[src/rtl/collatz_pkg.sv]
// collatz_pkg: shared widths and enums for the Collatz engine
package collatz_pkg;
   localparam int VW = 32;
   localparam int SW = 16;
   typedef enum logic [1:0] {IDLE, RUN, DONE, ERR} state_t;
   typedef enum logic [1:0] {ERR_NONE, ERR_ZERO, ERR_OVF, ERR_TIMEOUT} err_t;
endpackage

[src/rtl/collatz_step.sv]
// collatz_step: one combinational Collatz map application
// Ports: i_val value in; o_next mapped value; o_ovf odd step exceeds 32 bits
module collatz_step
   import collatz_pkg::*;
(
   input  logic [VW-1:0] i_val,
   output logic [VW-1:0] o_next,
   output logic          o_ovf
);
   logic [VW+1:0] w_odd;
   // 3n+1 at 34 bits so the carry into bits 33:32 is visible
   assign w_odd  = {2'b00, i_val} + {1'b0, i_val, 1'b0} + {{(VW+1){1'b0}}, 1'b1};
   assign o_ovf  = i_val[0] & (|w_odd[VW+1:VW]);
   assign o_next = i_val[0] ? w_odd[VW-1:0] : {1'b0, i_val[VW-1:1]};
endmodule

[src/rtl/collatz_engine.sv]
// collatz_engine: iterates the Collatz map from n to 1 with go/done handshake
// Ports: clk, reset_n (async low); go/n start; dout iterate; done/err/err_code
//        completion status; busy while running; steps count; peak max iterate
module collatz_engine
   import collatz_pkg::*;
#(
   parameter logic [SW-1:0] MAX_STEPS = 16'd1000
) (
   input  logic          clk,
   input  logic          reset_n,
   input  logic          go,
   input  logic [VW-1:0] n,
   output logic [VW-1:0] dout,
   output logic          done,
   output logic          err,
   output logic [1:0]    err_code,
   output logic          busy,
   output logic [SW-1:0] steps,
   output logic [VW-1:0] peak
);
   state_t        r_state;
   err_t          r_err;
   logic [VW-1:0] r_dout;
   logic [VW-1:0] r_peak;
   logic [SW-1:0] r_steps;
   logic [VW-1:0] w_next;
   logic          w_ovf;

   collatz_step u_step (
      .i_val (r_dout),
      .o_next(w_next),
      .o_ovf (w_ovf)
   );

   always_ff @(posedge clk or negedge reset_n) begin
      if (!reset_n) begin
         r_state <= IDLE;
         r_err   <= ERR_NONE;
         r_dout  <= '0;
         r_peak  <= '0;
         r_steps <= '0;
      end else if (go) begin
         r_state <= RUN;
         r_err   <= ERR_NONE;
         r_dout  <= n;
         r_peak  <= n;
         r_steps <= '0;
      end else if (r_state == RUN) begin
         if (r_dout == {{(VW-1){1'b0}}, 1'b1}) begin
            r_state <= DONE;
         end else if (r_dout == '0) begin
            r_state <= ERR;
            r_err   <= ERR_ZERO;
         end else if (r_steps == MAX_STEPS) begin
            r_state <= ERR;
            r_err   <= ERR_TIMEOUT;
         end else if (w_ovf) begin
            // dout keeps the value whose successor does not fit
            r_state <= ERR;
            r_err   <= ERR_OVF;
         end else begin
            r_dout  <= w_next;
            r_steps <= r_steps + 1'b1;
            r_peak  <= (w_next > r_peak) ? w_next : r_peak;
         end
      end
   end

   assign dout     = r_dout;
   assign peak     = r_peak;
   assign steps    = r_steps;
   assign err_code = r_err;
   assign done     = (r_state == DONE);
   assign err      = (r_state == ERR);
   assign busy     = (r_state == RUN);
endmodule

[config.mk]
export PLATFORM = sky130hd
export DESIGN_NAME = collatz_engine
export DESIGN_NICKNAME = d
export VERILOG_FILES = /design/src/rtl/collatz_pkg.sv /design/src/rtl/collatz_step.sv /design/src/rtl/collatz_engine.sv
export SDC_FILE = /design/constraint.sdc
export NUM_CORES = 1
export LEC_CHECK = 0
export ABC_AREA = 1
export CAP_MARGIN = 5
export CORE_ASPECT_RATIO = 0.5
export CORE_MARGIN = 3
export CORE_UTILIZATION = 30
export DETAILED_ROUTE_END_ITERATION = 8
export PLACE_DENSITY = 0.52
export SYNTH_ARGS = -nofsm -noshare
export SYNTH_HDL_FRONTEND = slang
export SYNTH_SLANG_ARGS = --single-unit
[constraint.sdc]
create_clock -name clk -period 6 [get_ports clk]
set_input_delay 1.2 -clock clk [delete_from_list [all_inputs] [get_ports clk]]
set_output_delay 1.2 -clock clk [all_outputs]
set_load 0.01 [all_outputs]
After elaboration in Yosys (flattened, before gate mapping)
Index checks and enable logic that the tools add are counted.

Bits in registers: 84. Input bits: 35. Output and inout port bits: 85. Word-level logic and storage cells: 61.

Add/subtract/negate cells: 3. Order comparisons: 1. Equal/unequal tests: 9. Muxes and demuxes: 32. Bitwise gates (word level): 1. Reduce and logical (&&, ||, !) cells: 10.

Operators by type and width (count): 2-to-1 mux 32 bit (14); 2-to-1 mux 16 bit (6); adder 32 x 33 -> 34 bit (1); adder 34 x 1 -> 34 bit, second input constant (1); equality test 32 x 1 -> 1 bit, second input constant (1); > comparator 32 bit (1); zero test 32 bit (1); 2-to-1 mux 2 bit (12); adder 16 x 1 -> 16 bit, second input constant (1); equality test 16 x 10 -> 1 bit, second input constant (1); != test 2 bit, second input constant (4); AND reduction 6 bit (1); AND reduction 5 bit (1); nonzero test 5 bit (1); equality test 2 bit, second input constant (2); nonzero test 2 bit (2); nonzero test 4 bit (1); AND reduction 3 bit (1); equality test 2 x 1 -> 1 bit, second input constant (1); AND reduction 2 bit (1); OR reduction 2 bit (1); bitwise AND 1 bit (1).

Logic depth before layout (Yosys ltp)
Gate-level depths: netlist of the first run.

Word-level depth: 11. Mapped depth: 28. Depth with buffers taken out: 27.

Hierarchy
A second synthesis of the first run with hierarchy kept.

Cell total of the unflattened synthesis: 1270. Area total of the unflattened synthesis: 7806.2 µm².

By module, submodules not included: collatz_engine (times used 1, cells each 725, area an instance 5144.9 µm², seq. area each 2102.0 µm²); collatz_step (times used 1, cells each 545, area an instance 2661.3 µm², seq. area each 0.0 µm²).

Least setup slack after synthesis of the first run
No wires, ideal clock.

Path type: flip-flop to flip-flop. Start point: reg r_dout[0], in the netlist dout[0]. End point: reg r_peak[30], in the netlist peak[30]. Library setup time: 0.117 ns. Data arrival time: 3.723 ns. Data required time: 5.883 ns. Path slack: 2.160 ns. Stages on the path, launching flop included: 28. Buffers on the path: 3. Clock period less this slack: 3.840 ns. Path through: dfrtp_1 inv_1 clkbuf_1 clkbuf_1 ha_1 nand2_1 nor2_1 nand2_1 nand3_1 nand3_1 nand2_1 nand2_1 nand2_1 nand2_1 nand3_1 and2_1 ha_1 nand2_1 nor2_1 nand4_1 inv_1 nand2_1 o21bai_1 a21oi_1 nand3_4 buf_2 nand3_1 nand2_1.

Longest elaborated chain between the ends: 10. Elaborated cells between the ends (all ways): 20. Those cells by class: add/sub: 2; order compare: 1; eq/ne: 4; mux: 8; bitwise: 1; reduce/logical: 4.

RTL lines: from (decl) (line collatz_engine.sv:23) `logic [VW-1:0] r_dout;`; from (signal assigned) (line collatz_engine.sv:45) `r_dout <= n;`; from (signal assigned) (line collatz_engine.sv:62) `r_dout <= w_next;`; branches (longest 10 deep; another with adder 32 x 33 -> 34 bit); to (signal assigned) (line collatz_engine.sv:46) `r_peak <= n;`; to (signal assigned) (line collatz_engine.sv:64) `r_peak <= (w_next > r_peak) ? w_next : r_peak;`; to (decl) (line collatz_engine.sv:24) `logic [VW-1:0] r_peak;`.

Several ways; the timed one is not identified. The select of a mux whose other input is x is not followed. A chain may end at the register's enable or synchronous reset.

Final worst setup path of the first run
Start point: reg r_dout[26], in the netlist dout[26]. End point: reg r_peak[3], in the netlist peak[3].

Longest elaborated chain between the ends: 6. Elaborated cells between the ends (all ways): 13. Those cells by class: add/sub: 2; order compare: 1; eq/ne: 4; mux: 1; bitwise: 1; reduce/logical: 4.

RTL lines: adder 32 x 33 -> 34 bit (line collatz_step.sv:12) `assign w_odd = {2'b00, i_val} + {1'b0, i_val, 1'b0} + {{(VW+1){1'b0}}, 1'b1};`; adder 34 x 1 -> 34 bit (line collatz_step.sv:12); 2-to-1 mux 32 bit / OR reduction 2 bit (equally long branches) (line collatz_step.sv:14, collatz_step.sv:13); > comparator 32 bit / bitwise AND 1 bit (equally long branches) (line collatz_engine.sv:64, collatz_step.sv:13); nonzero test 2 bit (no line) / != test 2 bit (equally long branches); AND reduction 6 bit (no line) *.

Every way passes the cells marked *; elsewhere a longest branch is shown, timed or not.

==> metrics.txt, run 1 <==
status=complete, no violations; Num CTS Buffers=9; Cell variety after synth=38; diodes inserted=0; 1st-iter DRT viols=701; period utilisation layout=78.6%; Worst EP required=6.30 ns; CP max-delay cell=dfrtp_1; Power per Cell Area=641 mW/mm^2; IO Pins=120; clock sink total=84; # resized after CTS=0; hpwl dp=23400 um; Overflow after GRT=0; TritonRoute pass-1 iters=5; share of cells above drive strength 1=3.07%; critical path cell sequence=inv_1 > ha_1 > nand2_1 > inv_1 > nand2_1 > nor3_1 > nand3_1 > nand3_1 > nand3_1 > and2_1 > ha_1 > nand2_1 > nor2_1 > nand4_1 > inv_1 > nand2_1 > o21bai_1 > a21oi_1 > nand3_4 > nand2_4 > nand2_1 > nand2_1; Critical Path AT=approximately 5.0 ns; IO buf count=119; Crit Path Class=flip-flop to flip-flop; Die Y=121 um; cts hold-fix bufs=0; Critical Path Max Stage Delay=0.52 ns; utilization after layout=37.9%; Core ar.=0.0256 mm^2; DRC violations left=0; RSZ-0062 raised after global routing=no; Max transition margin=between 20% and 30%; most frequent cells in the layout=nand2_1, inv_1, clkdlybuf4s50_1, nand3_1, ha_1; first-pass GRT wire length=45300 um; ys flop type=dfrtp_1; Root Buffer=clkbuf_16; Reg clk slew, reported paths=0.07 ns; Setup TNS Final=0 ns; Yosys reg bits=84; post-DR wirelength/cell=roughly 17 um; Synth async-reset ratio=100%; vias per inst=4.95; Synth Instances=1228; Critical Path End Type=flip-flop; Area Overhead vs Synth=22.1%; H-Tree Depth=3; Max VDD drop=between 0.2 and 0.25 mV; fill count=2766; met2 usage=30.6%; TritonCTS clock tree=done; Final nets=1451; Hold WC Path Type=flip-flop to flip-flop; largest net degree at the start of global routing=81; die area=0.0287 mm^2; Setup Viol. Count Final=0; Tot Pwr=6.23 mW; Worst Clk Skew=0.0110 ns; Hold Fails Final Rpt=0; vias in the first global route=7900; final wirelength=29400 um; width of the die=236 um; total vias in the final route=8313; syn avg cell area=~6.5 um^2; Leakage=around 5.0 nW; clock buffer depth=2; Worst Tran Pin Value=1.14 ns; GP Congestion=0.936; initial core utilization=between 30% and 40%; Yosys warning count=0; Post-synth EDFFs=0; Skew-Pair Late Insertion Delay=between 0.3 and 0.4 ns; CP most frequent cell=nand2_1; Max Clock Freq=between 200 and 250 MHz; nature of the critical path startpoint=flip-flop; post-synthesis sequential area ratio=26.4%; Slew Limit Fails=0; gr busiest metal=met1; cell area after synthesis=0.00796 mm^2; all-layer global routing usage=about a fifth; row cnt=41; met1 usage=about 31%; ANT nets after route=0; final critical-path required period=4.72 ns; largest fanout on the critical path=33; Post-Syn Nets=roughly 1400; met3 Use GR=3.09%; commonest non-fill, non-tap cell in the layout=nand2_1; post-CTS setup buffers=0; max cap viols=0; initial antenna violation count=0
Yosys cell counts (2+ instances only):
| cell type | instances | area, um^2 |
|---|---|---|
| nand3_4 | 2 | 35.0 |
| o21ai_1 | 38 | 190 |
| nand3b_1 | 3 | 22.5 |
| buf_6 | 8 | 90.1 |
| ha_1 | 86 | 1080 |
| xor2_1 | 12 | 105 |
| o21bai_1 | 12 | 90.1 |
| nor2_1 | 69 | 259 |
| buf_1 | 4 | 15.0 |
| o21a_1 | 4 | 30.0 |
| o21ai_0 | 30 | 150 |
| nand2_1 | 448 | 1680 |
| nor4_1 | 9 | 56.3 |
| nand3_1 | 92 | 460 |
| o211ai_1 | 5 | 37.5 |
| and2_1 | 11 | 68.8 |
| nor2_2 | 3 | 18.8 |
| nand2_2 | 5 | 31.3 |
| xnor2_1 | 14 | 123 |
| a21boi_0 | 5 | 37.5 |
| nand4_1 | 15 | 93.8 |
| buf_2 | 5 | 25.0 |
| a21oi_1 | 53 | 265 |
| inv_1 | 166 | 623 |
| clkbuf_1 | 15 | 56.3 |
| a21o_1 | 3 | 22.5 |
| nor3_1 | 14 | 70.1 |
| nand2_4 | 2 | 22.5 |
| buf_4 | 3 | 22.5 |
| dfrtp_1 | 84 | 2100 |
critical path, delay by kind of cell, from the launching register on:
family | cells | cell delay [ns]
AOI/OAI and AO/OA | 2 | 0.40
adders and majority gates | 2 | 0.72
buffers and inverters | 3 | 0.31
DFF | 1 | 0.52
and+or+nand+nor | 15 | 2.73
routing by layer:
layer	wire (um)	vias up
li1	-	4128
met1	14700	3907
met2	12400	263
met3	2030	15
met4	199	0
met5	0	-
power breakdown:
part | switching, mW | internal (mW) | leakage, nW
clock | 0.267 | 0.339 | 0.151
sequential | 0.330 | 0.797 | 1.06
combinational | 2.84 | 1.66 | 3.77
sequential cells by signal, summed over array words and instances (netlist names):
signal,cells
dout,32
err_code,2
peak,32
r_state,2
steps,16
per-stage QoR:
step | hold WS, ns | std cells | worst slack [ns] | area, um^2
final | 0.522 | 1678 | 1.28 | 9720
after global routing | 0.561 | 1678 | 0.861 | 9720
after CTS | 0.539 | 1678 | 1.31 | 9720
after detailed placement | 0.522 | 1662 | 1.37 | 9410
after global placement | 0.509 | 1662 | 1.30 | 9410
after floorplan | 0.484 | 1228 | 2.16 | 7960
final cells by class:
type	instances	area [um^2]	area share, %
flip-flops and latches	84	2100	21.6
repair buffers	125	1230	12.6
well taps	344	430	4.43
inverters	167	632	6.50
clock inverters	6	71.3	0.733
multi-input cells	942	5020	51.6
clock buffers	10	239	2.46
final timing paths:
| path | start | end | slack [ns] | depth (start not counted) |
|---|---|---|---|---|
| setup / recovery | dout[26] | peak[3] | 1.28 | 22 |
| hold / removal | err_code[0] | err_code[0] | 0.52 | 2 |
| setup reg to reg | dout[26] | peak[3] | 1.28 | 22 |
| hold reg to reg | err_code[0] | err_code[0] | 0.52 | 2 |
| max in group asynchronous | reset_n | dout[6] | 4.02 | 2 |
| min in group asynchronous | reset_n | dout[25] | 0.64 | 1 |
kinds of logic after synthesis:
kind of cell,synth area share [%]
AND/OR/NAND/NOR,35.8
buffers and inverters,10.6
flip-flops,26.4
adder cells (fa/ha/maj),13.8
XOR/XNOR,2.86
AO/OA/AOI/OAI,10.6
Note: power is estimated with default switching activity, not from simulation.
==> inputs of run 2 (changes only) <==
Clock period 6 ns to 4.73 ns, I/O delays scaled along.
==> run 2 against run 1 <==
Against the previous run:
- clock skew is essentially flat
- global-route usage grew 0.39 points
- sequential cell count is the same
- die area is the same
- combinational power grew 30%
- sequential power grew 24%
- register-to-register slack lost 1.0 ns
- critical path type unchanged
==> metrics.txt, run 2 (synthesis results as in run 1) <==
initial core utilization=31.0%; Slew Limit Fails=0; largest net degree at the start of global routing=81; CP bufs+invs=4; all-layer global routing usage=20.8%; GP Congestion=0.921; Storage cell area=between 0.002 and 0.0025 mm^2; Tot Pwr=roughly 8.0 mW; vias per inst=4.93; max cap viols=0; 1st-iter DRT viols=726; Max Clock Freq=224 MHz; Critical Path AT=approximately 4.7 ns; fill count=2785; RSZ-0062 raised after global routing=no; Crit Path Class=flip-flop to flip-flop; area occupied by multi-input gates=approximately 0.0050 mm^2; CP max-delay cell=dfrtp_1; diodes inserted=0; final non-filler cell area=0.00976 mm^2; Max transition margin=47.7%; Worst EP required=4.98 ns; Max VDD drop=0.265 mV; DRC violations left=0; ANT nets after route=0; row cnt=41; Critical Path End Type=flip-flop; Skew-Pair Late Insertion Delay=approximately 0.36 ns; first-pass GRT wire length=45800 um; critical path cell sequence=inv_1 > ha_1 > nand2_1 > nor4_1 > nand2_1 > and2_1 > nand3_1 > nand3_1 > and2_1 > ha_1 > nand2_1 > inv_1 > nand4_1 > inv_1 > nand2_1 > o21bai_1 > a21oi_1 > nand3_4 > buf_4 > nand3_1 > nand2_1; Hold WC Path Type=flip-flop to flip-flop; status=complete, no violations; post-CTS setup buffers=0; TritonCTS clock tree=done; Power per Cell Area=821 mW/mm^2; Worst Tran Pin Value=0.777 ns; CP most frequent cell=nand2_1; Area Overhead vs Synth=22.6%; Core ar.=around 0.026 mm^2; Hold Fails Final Rpt=0; IO buf count=119; initial antenna violation count=0; Num CTS Buffers=9; total vias in the final route=roughly 8300; TritonRoute pass-1 iters=5; Worst Clk Skew=about 0.011 ns; width of the die=236 um; commonest non-fill, non-tap cell in the layout=nand2_1; Setup Viol. Count Final=0; utilization after layout=38.1%; Die Y=121 um; Reg clk slew, reported paths=about 0.07 ns; final critical-path required period=roughly 4.5 ns; most frequent cells in the layout=nand2_1, inv_1, clkdlybuf4s50_1, nand3_1, ha_1; period utilisation layout=94.2%; clock sink total=84; cell family with the largest share of critical-path delay=simple AND/OR/NAND/NOR gates; final wirelength=29900 um; nature of the critical path startpoint=flip-flop; Final nets=1456; clock buffer depth=2; post-DR wirelength/cell=17.7 um; Setup TNS Final=0 ns; vias in the first global route=a little under 8000; Critical Path Max Stage Delay=0.55 ns; H-Tree Depth=3; Placed Area=approximately 0.0095 mm^2; Overflow after GRT=0; IO Pins=120; die area=0.0287 mm^2; hpwl dp=23900 um; Root Buffer=clkbuf_16; Leakage=5.00 nW; largest fanout on the critical path=21; share of cells above drive strength 1=3.44%
==> run 2: cell count changes in the layout (fill, tap and decap cells not counted), sizes merged <==
| cell | change |
|---|---|
| buf | +5 |
| clkinv | -1 |
| clkinvlp | +1 |
==> run 2: per-stage QoR <==
| step | instances | setup slack, ns | hold WS (ns) |
|---|---|---|---|
| finish | 1683 | 0.273 | 0.507 |
| CTS | 1683 | 0.282 | 0.527 |
| global route | 1683 | 0.0146 | 0.563 |
| detailed placement | 1667 | 0.306 | 0.510 |
| floorplan | 1228 | 0.890 | 0.484 |
| global placement | 1667 | 0.388 | 0.511 |
==> run 2: path summary, 6_finish.rpt <==
kind / from / end / slack (ns) / cells after the start
worst max-delay path: dout[19] / peak[25] / 0.27 / 21
worst min register to register: err_code[0] / err_code[0] / 0.51 / 2
worst min-delay path: err_code[0] / err_code[0] / 0.51 / 2
worst max register to register: dout[19] / peak[25] / 0.27 / 21
min in group asynchronous: reset_n / dout[28] / 0.61 / 1
max in group asynchronous: reset_n / r_state[1] / 3.04 / 2
==> run 2: metal layers <==
| metal | vias to the layer above | track usage (%) | wire (um) |
|---|---|---|---|
| met5 | - | 0 | 0 |
| met4 | 0 | 3.70 | 221 |
| met3 | 13 | 3.20 | 1900 |
| met2 | 235 | 30.1 | 12500 |
| met1 | 3920 | 32.3 | 15300 |
| li1 | 4131 | - | - |
==> run 2: report_power, final <==
part           total, mW  internal [mW]  switching [mW]
Sequential          1.40           1.01           0.393
Clock              0.761          0.415           0.346
Combinational       5.85           2.17            3.68
==> run 2: worst min-delay path: stages, from the launching register on <==
cell	delay, ns
dfrtp_1	0.36
nand2_1	0.05
o21ai_0	0.06
==> run 2: cell type report <==
| cell class | count | share of cell area, % |
|---|---|---|
| Clock inverter | 6 | 0.730 |
| Tap cell | 344 | 4.41 |
| Sequential cell | 84 | 21.5 |
| Timing Repair Buffer | 130 | 13.0 |
| Multi-Input combinational cell | 942 | 51.5 |
| Clock buffer | 10 | 2.35 |
| Inverter | 167 | 6.47 |
==> run 2: repair_timing <==
action                                  4_1_cts  5_1_grt
hold buffers                                  0        0
hold endpoints to repair                      0        0
gates resized for setup                       0        2
endpoints found under the setup margin        0       32
